**src/rtl/dmem_arbiter.sv**
```systemverilog
// Two-port arbiter in front of the single-port data memory: CPU (port 0) and loader/debug (port 1).
// Round-robin on ties, loader-only in boot mode, tagged one-cycle read return and CPU stall.
module dmem_arbiter #(
  parameter int DW = 32,
  parameter int AW = 32
) (
  input  logic            clk_i,
  input  logic            rst_i,
  input  logic            boot_i,
  input  logic            req0_i,
  input  logic            req1_i,
  input  logic            we0_i,
  input  logic            we1_i,
  input  logic [AW-1:0]   addr0_i,
  input  logic [AW-1:0]   addr1_i,
  input  logic [DW-1:0]   wdata0_i,
  input  logic [DW-1:0]   wdata1_i,
  input  logic [DW/8-1:0] be0_i,
  input  logic [DW/8-1:0] be1_i,
  output logic            gnt0_o,
  output logic            gnt1_o,
  output logic            rvalid0_o,
  output logic            rvalid1_o,
  output logic [DW-1:0]   rdata_o,
  output logic            stall_o,
  output logic            mem_en_o,
  output logic            mem_we_o,
  output logic [AW-1:0]   mem_addr_o,
  output logic [DW-1:0]   mem_wdata_o,
  output logic [DW/8-1:0] mem_be_o,
  input  logic [DW-1:0]   mem_rdata_i
);

  localparam int BW = DW / 8;

  logic lg_reg;
  logic rtag_valid_reg;
  logic rtag_port_reg;
  logic gnt0;
  logic gnt1;
  logic any_gnt;

  // lg_reg holds the last granted port; on a tie the other port wins
  always_comb begin
    gnt0 = 1'b0;
    gnt1 = 1'b0;
    if (boot_i) begin
      gnt1 = req1_i;
    end else if (req0_i && req1_i) begin
      gnt0 = lg_reg;
      gnt1 = ~lg_reg;
    end else begin
      gnt0 = req0_i;
      gnt1 = req1_i;
    end
  end

  assign any_gnt = gnt0 | gnt1;
  assign gnt0_o  = gnt0;
  assign gnt1_o  = gnt1;
  assign stall_o = req0_i & ~gnt0;

  always_comb begin
    mem_en_o    = any_gnt;
    mem_we_o    = 1'b0;
    mem_addr_o  = addr0_i;
    mem_wdata_o = wdata0_i;
    mem_be_o    = {BW{1'b0}};
    if (gnt1) begin
      mem_we_o    = we1_i;
      mem_addr_o  = addr1_i;
      mem_wdata_o = wdata1_i;
      mem_be_o    = be1_i;
    end else if (gnt0) begin
      mem_we_o    = we0_i;
      mem_be_o    = be0_i;
    end
  end

  // A read granted in a reset cycle still hits memory, but its tag is dropped
  always_ff @(posedge clk_i) begin
    if (!rst_i) begin
      lg_reg         <= 1'b1;
      rtag_valid_reg <= 1'b0;
      rtag_port_reg  <= 1'b0;
    end else begin
      if (any_gnt) begin
        lg_reg <= gnt1;
      end
      rtag_valid_reg <= any_gnt & ~mem_we_o;
      rtag_port_reg  <= gnt1;
    end
  end

  assign rvalid0_o = rtag_valid_reg & ~rtag_port_reg;
  assign rvalid1_o = rtag_valid_reg & rtag_port_reg;
  assign rdata_o   = mem_rdata_i;

endmodule

```
**config.mk**
```make
export PLATFORM = sky130hd
export DESIGN_NAME = dmem_arbiter
export DESIGN_NICKNAME = d
export VERILOG_FILES = /design/src/rtl/dmem_arbiter.sv
export SDC_FILE = /design/constraint.sdc
export NUM_CORES = 1
export LEC_CHECK = 0
export BUFFER_PORTS_ARGS = -buffer_cell sky130_fd_sc_hd__buf_2
export CORE_AREA = 2 2 110 112
export DETAILED_ROUTE_END_ITERATION = 8
export DIE_AREA = 0 0 112 114
export HOLD_SLACK_MARGIN = 0.05
export PLACE_DENSITY = 0.57
export SETUP_SLACK_MARGIN = 0.4
export SLEW_MARGIN = 10
export SYNTH_ARGS = -nofsm -noshare
export SYNTH_HDL_FRONTEND = slang
export SYNTH_SLANG_ARGS = --single-unit
```
**constraint.sdc**
```tcl
create_clock -name clk_i -period 1.18 [get_ports clk_i]
set_input_delay 0.059 -clock clk_i [delete_from_list [all_inputs] [get_ports clk_i]]
set_output_delay 0.059 -clock clk_i [all_outputs]
set_load 0.05 [all_outputs]
```
==> impl_metrics.json, run 1 <==
{
  "status": "finished with violations",
  "failed_checks": "negative setup slack",
  "irDropWorstVdd_uv": 423,
  "finalCritPeriodShare_pct": 128,
  "overflow": 0,
  "start_kind": "flip-flop",
  "power_frac_comb_pct": 82.7,
  "coreArea_mm2": 0.0117,
  "powerDensity_mw_per_mm2": 703,
  "die_w_um": 112,
  "worstSetupEndpoint": "mem_wdata_o[6]",
  "antenna_found_initial": 0,
  "num_rows": 40,
  "grt_util_met3_pct": 2.39,
  "worstPathMaxFanout": 5,
  "pre_cts_slack_ns": -0.187,
  "pin_count": 282,
  "drc": 0,
  "drtIter0Drc": 210,
  "register_area_um2": 66.3,
  "root_buffer": "clkbuf_16",
  "slew_headroom_pct": 81.1,
  "netlist_area_mm2": 0.00276,
  "multi_input_area_mm2": 0.00285,
  "ys_types": 21,
  "power.share.clock_pct": 14.3,
  "io_buffers": 217,
  "placed_area_mm2": 0.00448,
  "path_clk_slew_ns": 0.03,
  "avgViaCountPerCell": 5.06,
  "area.growth.synth_to_final_pct": 92.8,
  "finalNonFillerCells": 687,
  "clock_path_buffers": 2,
  "busiest_layer": "met2",
  "drive_gt1_share_pct": 61.3,
  "switching_share_pct": 50.6,
  "ys_seq_area_share_pct": 2.17,
  "syn_inst": 367,
  "numPlacedInstances": 673,
  "rsz0062_at_grt": "true",
  "setup_viol": 73,
  "timing.critical_path.from": "lg_reg",
  "r2r-start": "lg_reg",
  "clk_latency_ns": 0.22,
  "wl_per_cell_um": 16.8,
  "cp-end-kind": "primary output",
  "required_ns": 1.12,
  "yosys_register_bits": 3,
  "cts_buffers": 3,
  "worst_slack_ns": -0.328,
  "routed_wl_um": 11600,
  "drt_pass1_iterations": 4,
  "tightest_slew_ns": 0.284,
  "dp_hpwl_um": 8460,
  "p_sw_mw": 1.89,
  "drv_cap": 0,
  "hp-start": "rst_i",
  "fillers": 1132,
  "r2r_end": "rtag_port_reg",
  "fmax_ghz": 0.663,
  "fin_tns_setup_ns": -19.31,
  "ys_warn_count": 0,
  "detail-route-antenna-nets": 0,
  "finalHoldViolations": 0,
  "initial_core_util_pct": 23.6,
  "gp_congestion": 0.787,
  "p_leak_nw": 2.12,
  "power_mw": 3.75,
  "nets": 716,
  "final_area_mm2": 0.00533,
  "fin_worst_skew_ns": 0.000412,
  "cts_tree": "built",
  "vias": 3475,
  "syn_nets": 542,
  "met2_usage_pct": 32.4,
  "min_period_ns": 1.51,
  "met1_usage_pct": 18.3,
  "hold_class": "input port to flip-flop",
  "grt_pass1_wl_um": 17400,
  "grt_usage_pct": 16.4,
  "cts_sinks": 3,
  "r2r_setup_slack_ns": 0,
  "critPathArrivalTime_ns": 1.45,
  "critical_path_class": "flip-flop to primary output",
  "die_y_um": 114,
  "share_seq_of_total_power_pct": 3.0,
  "final_max_slew_viol_count": 0,
  "die-area_mm2": 0.0128,
  "rr_worst_depth": 3,
  "cts.htree.levels": 1,
  "syn_area_per_cell_um2": 7.53,
  "n_antenna_cell": 0,
  "grt_pass1_vias": 3518,
  "grt_max_degree": 58,
  "p_int_mw": 1.85
}
==> cell families after synthesis <==
| family | after synthesis | share of synthesized area, % |
|---|---|---|
| flops | 3 | 2.17 |
| simple gates | 209 | 46.9 |
| compound gates | 72 | 31.1 |
| buf+inv | 83 | 19.8 |
==> worst max-delay path, stage by stage, from the launching register on <==
cell,delay [ns]
dfxtp_4,0.33
and3b_4,0.21
buf_4,0.16
clkbuf_16,0.16
o211ai_4,0.16
buf_6,0.19
==> through the flow <==
stage               util (%)  hold WS (ns)
global placement        38.2         0.118
finish                  45.5        0.0691
CTS                     44.4        0.0696
global route            45.5         0.106
detailed placement      38.2         0.118
floorplan                  -         0.139
==> metal layers <==
metal | vias up | routed length (um)
met5 | - | 0
met4 | 0 | 153
met3 | 18 | 834
met2 | 156 | 6310
met1 | 1653 | 4260
li1 | 1648 | -
==> worst min-delay path by stage <==
stage / cells after the start / end / slack, ns
final: 2 / lg_reg / 0.07
after global placement: 0 / rdata_o[1] / 0.12
after CTS: 2 / lg_reg / 0.07
after detailed placement: 0 / rdata_o[1] / 0.12
after global routing: 2 / lg_reg / 0.11
after floorplan: 1 / lg_reg / 0.14
==> placed cells by master, fill, tap and decap left out <==
cell	instances
o21ai_1	1
and3b_1	1
dfxtp_4	1
dfxtp_2	2
buf_6	70
nand2b_1	65
o21a_4	1
nand2_1	69
buf_8	6
clkbuf_16	7
inv_1	5
and3b_4	1
nor2b_4	2
buf_12	12
o211ai_1	1
nand4b_1	64
nand2b_4	2
clkbuf_1	1
nor2b_2	1
buf_4	9
o32ai_4	4
o32ai_2	2
nor2_1	1
and2_4	1
buf_2	141
nor2_4	1
o211ai_4	63
buf_16	5
nand3b_1	1
==> area by class of cell <==
type | count | area share, %
clock buffer | 4 | 1.48
inverter | 5 | 0.352
multi-input combinational | 281 | 53.5
sequential | 3 | 1.24
tap | 147 | 3.45
timing repair buffer | 247 | 40.0
==> what timing repair did <==
item	CTS	global route
pin swaps	3	21
setup endpoints to repair	78	78
setup buffers	3	0
cloned	3	4
hold buffers	0	0
gates resized for setup	166	8
==> power by group through the flow <==
| stage | sequential [mW] | clock, mW | combinational (mW) |
|---|---|---|---|
| after global routing | 0.114 | 0.566 | 3.24 |
| after detailed placement | 0.116 | 0 | 2.62 |
| final | 0.113 | 0.536 | 3.10 |
| after floorplan | 0.113 | 0 | 2.25 |
| after global placement | 0.115 | 0 | 2.59 |
| after CTS | 0.113 | 0.544 | 3.06 |
==> cell usage after synthesis <==
cell type / n / area share, %
o21ai_1: 1 / 0.18
nand2b_1: 67 / 15
nor2_1: 2 / 0.27
nand4b_1: 64 / 20
nor2b_1: 3 / 0.68
o211ai_2: 63 / 29
o21a_1: 1 / 0.27
and3b_1: 2 / 0.63
clkbuf_1: 11 / 1.5
nand3b_1: 1 / 0.27
and2_1: 1 / 0.23
buf_2: 26 / 4.7
buf_6: 2 / 0.81
o211ai_1: 1 / 0.27
nand2_1: 69 / 9.4
buf_4: 32 / 8.7
inv_1: 5 / 0.68
buf_1: 1 / 0.14
dfxtp_1: 3 / 2.2
o32ai_1: 6 / 1.9
buf_8: 6 / 3.3
Power figures use the tool's default switching activity.
==> run 2: changes to the inputs <==
- PLACE_DENSITY: 0.57 -> 0.65
==> impl_metrics.json, run 2 (synthesized netlist as in run 1, its figures left out) <==
{
  "status": "finished with violations",
  "failed_checks": "negative setup slack",
  "p_leak_nw": 2.09,
  "post-route-util_pct": 44.8,
  "power_mw": 3.71,
  "finalHoldViolations": 0,
  "grt_pass1_wl_um": 17100,
  "vias": 3552,
  "drive_gt1_share_pct": 61.0,
  "area.growth.synth_to_final_pct": 89.7,
  "nets": 715,
  "path_clk_slew_ns": 0.03,
  "finalNonFillerCells": 686,
  "dp_hpwl_um": 7820,
  "layout_common_cells": "buf_2, buf_6, nand2_1",
  "worst_slack_ns": -0.355,
  "tightest_slew_ns": 0.324,
  "rsz0062_at_grt": "true",
  "hold_depth": 2,
  "start_kind": "flip-flop",
  "cts_buffers": 3,
  "die-area_mm2": 0.0128,
  "required_ns": 1.12,
  "routed_wl_um": 11200,
  "initial_core_util_pct": 23.6,
  "drtIter0Drc": 174,
  "fmax_ghz": 0.652,
  "pin_count": 282,
  "clk_latency_ns": 0.22,
  "grt_pass1_vias": 3586,
  "fin_worst_skew_ns": 0.00252,
  "setup_viol": 72,
  "die_y_um": 114,
  "drc": 0,
  "numPlacedInstances": 675,
  "drv_cap": 0,
  "cts_tree": "built",
  "r2r-start": "lg_reg",
  "gp_congestion": 0.765,
  "critical_path_class": "flip-flop to primary output",
  "num_rows": 40,
  "avgViaCountPerCell": 5.18,
  "pre_cts_slack_ns": -0.200,
  "min_period_ns": 1.53,
  "hold_end": "lg_reg",
  "antenna_found_initial": 0,
  "final_max_slew_viol_count": 0,
  "wl_per_cell_um": 16.4,
  "worstPathMaxFanout": 7,
  "hp-start": "rst_i",
  "finalCritPeriodShare_pct": 130,
  "cts_hold_buf": 0,
  "fin_hold_ws_ns": 0.0677,
  "layout_commonest_cell": "buf_2",
  "r2r_setup_slack_ns": 0.06,
  "rr_worst_depth": 4,
  "root_buffer": "clkbuf_16",
  "clock_path_buffers": 2,
  "placed_area_mm2": 0.00445,
  "coreArea_mm2": 0.0117,
  "n_antenna_cell": 0,
  "detail-route-antenna-nets": 0,
  "grt_usage_pct": 16.0,
  "powerDensity_mw_per_mm2": 707,
  "fin_tns_setup_ns": -21.49,
  "drt_pass1_iterations": 4,
  "final_area_mm2": 0.00524,
  "die_w_um": 112,
  "r2r_end": "rtag_port_reg",
  "critPathArrivalTime_ns": 1.48,
  "hold_class": "input port to flip-flop",
  "io_buffers": 217,
  "irDropWorstVdd_uv": 410,
  "overflow": 0,
  "cts.htree.levels": 1,
  "cp-end-kind": "primary output",
  "cts_sinks": 3,
  "slew_headroom_pct": 78.4,
  "grt_max_degree": 69
}
[run 2: critical path: stages, from the launching register on]
cell and delay, ns:
dfxtp_2 0.32, and3b_4 0.20, buf_12 0.15, buf_16 0.15, o211ai_1 0.19, buf_4 0.23
[run 2: repair_timing]
action,4_1_cts,5_1_grt
resized for setup,174,1
pin swaps,5,12
cloned,3,1
setup endpoints to repair,78,78
setup buffers,3,0
[run 2: worst max path at each step]
stage | startpoint | to | slack (ns) | depth (start not counted)
after CTS | lg_reg | mem_addr_o[31] | -0.37 | 5
final | lg_reg | mem_addr_o[31] | -0.35 | 5
after global placement | lg_reg | mem_wdata_o[0] | -0.15 | 4
after detailed placement | lg_reg | mem_wdata_o[0] | -0.20 | 4
after floorplan | lg_reg | mem_addr_o[31] | -0.29 | 3
after global routing | lg_reg | mem_addr_o[31] | -0.39 | 5
[run 2: metal layers]
metal / wire length [um] / share of wire, % / track usage, %
met4: 167 / 1.5 / 4.63
met3: 712 / 6.3 / 1.86
met2: 6220 / 55 / 31.9
met1: 4150 / 37 / 17.6
met5: 0 / 0 / 0
[run 2: area by class of cell]
cell class	count	area, um^2
clock buffer	4	78.8
fill	1119	6470
inverter	5	18.8
multi-input combinational	281	2850
sequential	3	63.8
tap	147	184
timing repair buffer	246	2050
[run 2: where the power goes]
part	internal (mW)	leakage, nW	switching, mW
clock network	0.446	0.0382	0.0890
registers	0.110	0.0251	0.00496
logic	1.27	2.03	1.79
total	1.82	2.09	1.89
==> run 3: changes to the inputs <==
- CELL_PAD_IN_SITES_DETAIL_PLACEMENT: default -> 1
- CELL_PAD_IN_SITES_GLOBAL_PLACEMENT: default -> 2
- CORE_AREA: 2 2 110 112 -> 2 2 131 133
- CTS_BUF_LIST: default -> sky130_fd_sc_hd__clkbuf_8
- DIE_AREA: 0 0 112 114 -> 0 0 133 135
- GPL_ROUTABILITY_DRIVEN: default -> 1
- PLACE_DENSITY: 0.65 -> 0.89
==> impl_metrics.json, run 3 (synthesized netlist as in run 1, its figures left out) <==
{
  "cts.htree.levels": 1,
  "rsz0062_at_grt": "true",
  "r2r-start": "lg_reg",
  "r2r_end": "rtag_port_reg",
  "io_buffers": 217,
  "tightest_slew_ns": 0.309,
  "clock_path_buffers": 2,
  "num_rows": 47,
  "cts_tree": "built",
  "grt_max_degree": 60,
  "placed_area_mm2": 0.00468,
  "fillers": 1905,
  "drtIter0Drc": 75,
  "hold_end": "lg_reg",
  "hold_class": "input port to flip-flop",
  "fmax_ghz": 0.671,
  "layout_commonest_cell": "buf_2",
  "initial_core_util_pct": 16.8,
  "gp_congestion": 0.742,
  "hold_depth": 2,
  "nets": 726,
  "die_y_um": 135,
  "slowest_delay_ns": 0.32,
  "drv_cap": 0,
  "rr_worst_depth": 4,
  "worst_slack_ns": -0.311,
  "grt_pass1_vias": 3947,
  "coreArea_mm2": 0.0164,
  "failed_checks": "negative setup slack",
  "vias": 3553,
  "final_max_slew_viol_count": 0,
  "finalCritPeriodShare_pct": 126,
  "root_buffer": "clkbuf_8",
  "critPathMostFrequentCell": "buf_4",
  "hp-start": "rst_i",
  "grt_usage_pct": 13.4,
  "critical_path_class": "flip-flop to primary output",
  "grt_pass1_wl_um": 19900,
  "clk_latency_ns": 0.22,
  "layout_common_cells": "buf_2, buf_6, nand2_1",
  "routed_wl_um": 12800,
  "r2r_setup_slack_ns": -0.05,
  "detail-route-antenna-nets": 0,
  "dp_hpwl_um": 9700,
  "slew_headroom_pct": 79.4,
  "numPlacedInstances": 760,
  "required_ns": 1.12,
  "p_leak_nw": 2.13,
  "overflow": 0,
  "finalHoldViolations": 0,
  "fin_hold_ws_ns": 0.0644,
  "status": "finished with violations",
  "die_w_um": 133,
  "worstPathCellList": "and3b_4 -> buf_4 -> buf_12 -> o211ai_1 -> buf_4",
  "start_kind": "flip-flop",
  "avgViaCountPerCell": 4.61,
  "worstPathMaxFanout": 7,
  "pin_count": 282,
  "cp-end-kind": "primary output",
  "path_buf_inv": 3,
  "drt_pass1_iterations": 4,
  "wl_per_cell_um": 16.6,
  "drive_gt1_share_pct": 61.8,
  "finalNonFillerCells": 770,
  "cp_top_family": "buffers and inverters",
  "antenna_found_initial": 0,
  "fin_worst_skew_ns": 0.00163,
  "power_mw": 3.53,
  "die-area_mm2": 0.0180,
  "cts_sinks": 3,
  "min_period_ns": 1.49,
  "cts_hold_buf": 0,
  "setup_viol": 73,
  "drc": 0,
  "powerDensity_mw_per_mm2": 652,
  "area.growth.synth_to_final_pct": 95.7,
  "irDropWorstVdd_uv": 338,
  "final_area_mm2": 0.00541,
  "critPathArrivalTime_ns": 1.43,
  "n_antenna_cell": 0,
  "critical_path.slowest_cell": "dfxtp_2",
  "cts_buffers": 3,
  "path_clk_slew_ns": 0.03
}
-- run 3: changes by cell type in the layout (fill, tap and decap cells not counted), moves of 3 or more --
| cell | before | now |
|---|---|---|
| buf_4 | 12 | 18 |
| buf_8 | 5 | 12 |
| clkbuf_8 | 0 | 3 |
| buf_12 | 9 | 13 |
| clkbuf_16 | 4 | 1 |
| buf_16 | 4 | 1 |
-- run 3: routing by layer --
metal,up-vias,track usage (%),wire (um)
li1,1666,-,-
met1,1701,14.9,4750
met2,159,25.9,6840
met3,27,2.82,917
met4,0,3.58,295
met5,-,0,0
-- run 3: through the flow --
step	worst slack, ns	utilization [%]	TNS, ns
6_report	-0.311	33.0	-19.21
5_1_grt	-0.345	33.0	-22.23
4_1_cts	-0.308	32.5	-19.05
3_5_place_dp	-0.176	28.5	-8.52
3_3_place_gp	-0.141	28.5	-6.39
2_1_floorplan	-0.289	-	-1.84
-- run 3: power breakdown --
part	internal, mW	switching [mW]	total [mW]
Clock	0.222	0.0716	0.293
Sequential	0.109	0.00478	0.114
Combinational	1.30	1.82	3.12
Total	1.63	1.89	3.53
-- run 3: final cells by class --
| type | count | area (um^2) | area share [%] |
|---|---|---|---|
| Tap cell | 220 | 275 | 5.09 |
| Timing Repair Buffer | 257 | 2150 | 39.7 |
| Clock buffer | 3 | 41.3 | 0.763 |
| Multi-Input combinational cell | 281 | 2860 | 52.9 |
| Clock inverter | 1 | 3.75 | 0.0694 |
| Inverter | 5 | 18.8 | 0.347 |
| Sequential cell | 3 | 63.8 | 1.18 |
-- run 3: how the worst max path moves through the flow --
stage                     cells past startpoint    from  slack (ns)              end
after floorplan                               3  lg_reg       -0.29   mem_addr_o[31]
after global placement                        5  lg_reg       -0.14  mem_wdata_o[26]
after detailed placement                      5  lg_reg       -0.18  mem_wdata_o[26]
after CTS                                     5  lg_reg       -0.31   mem_addr_o[31]
after global routing                          5  lg_reg       -0.34   mem_addr_o[31]
final                                         5  lg_reg       -0.31   mem_addr_o[31]
-- run 3: repair_timing --
action	4_1_cts	5_1_grt
gates resized for setup	175	13
gates cloned	0	1
endpoints found under the setup margin	78	78
pin swaps	7	15
buffers inserted	4	1
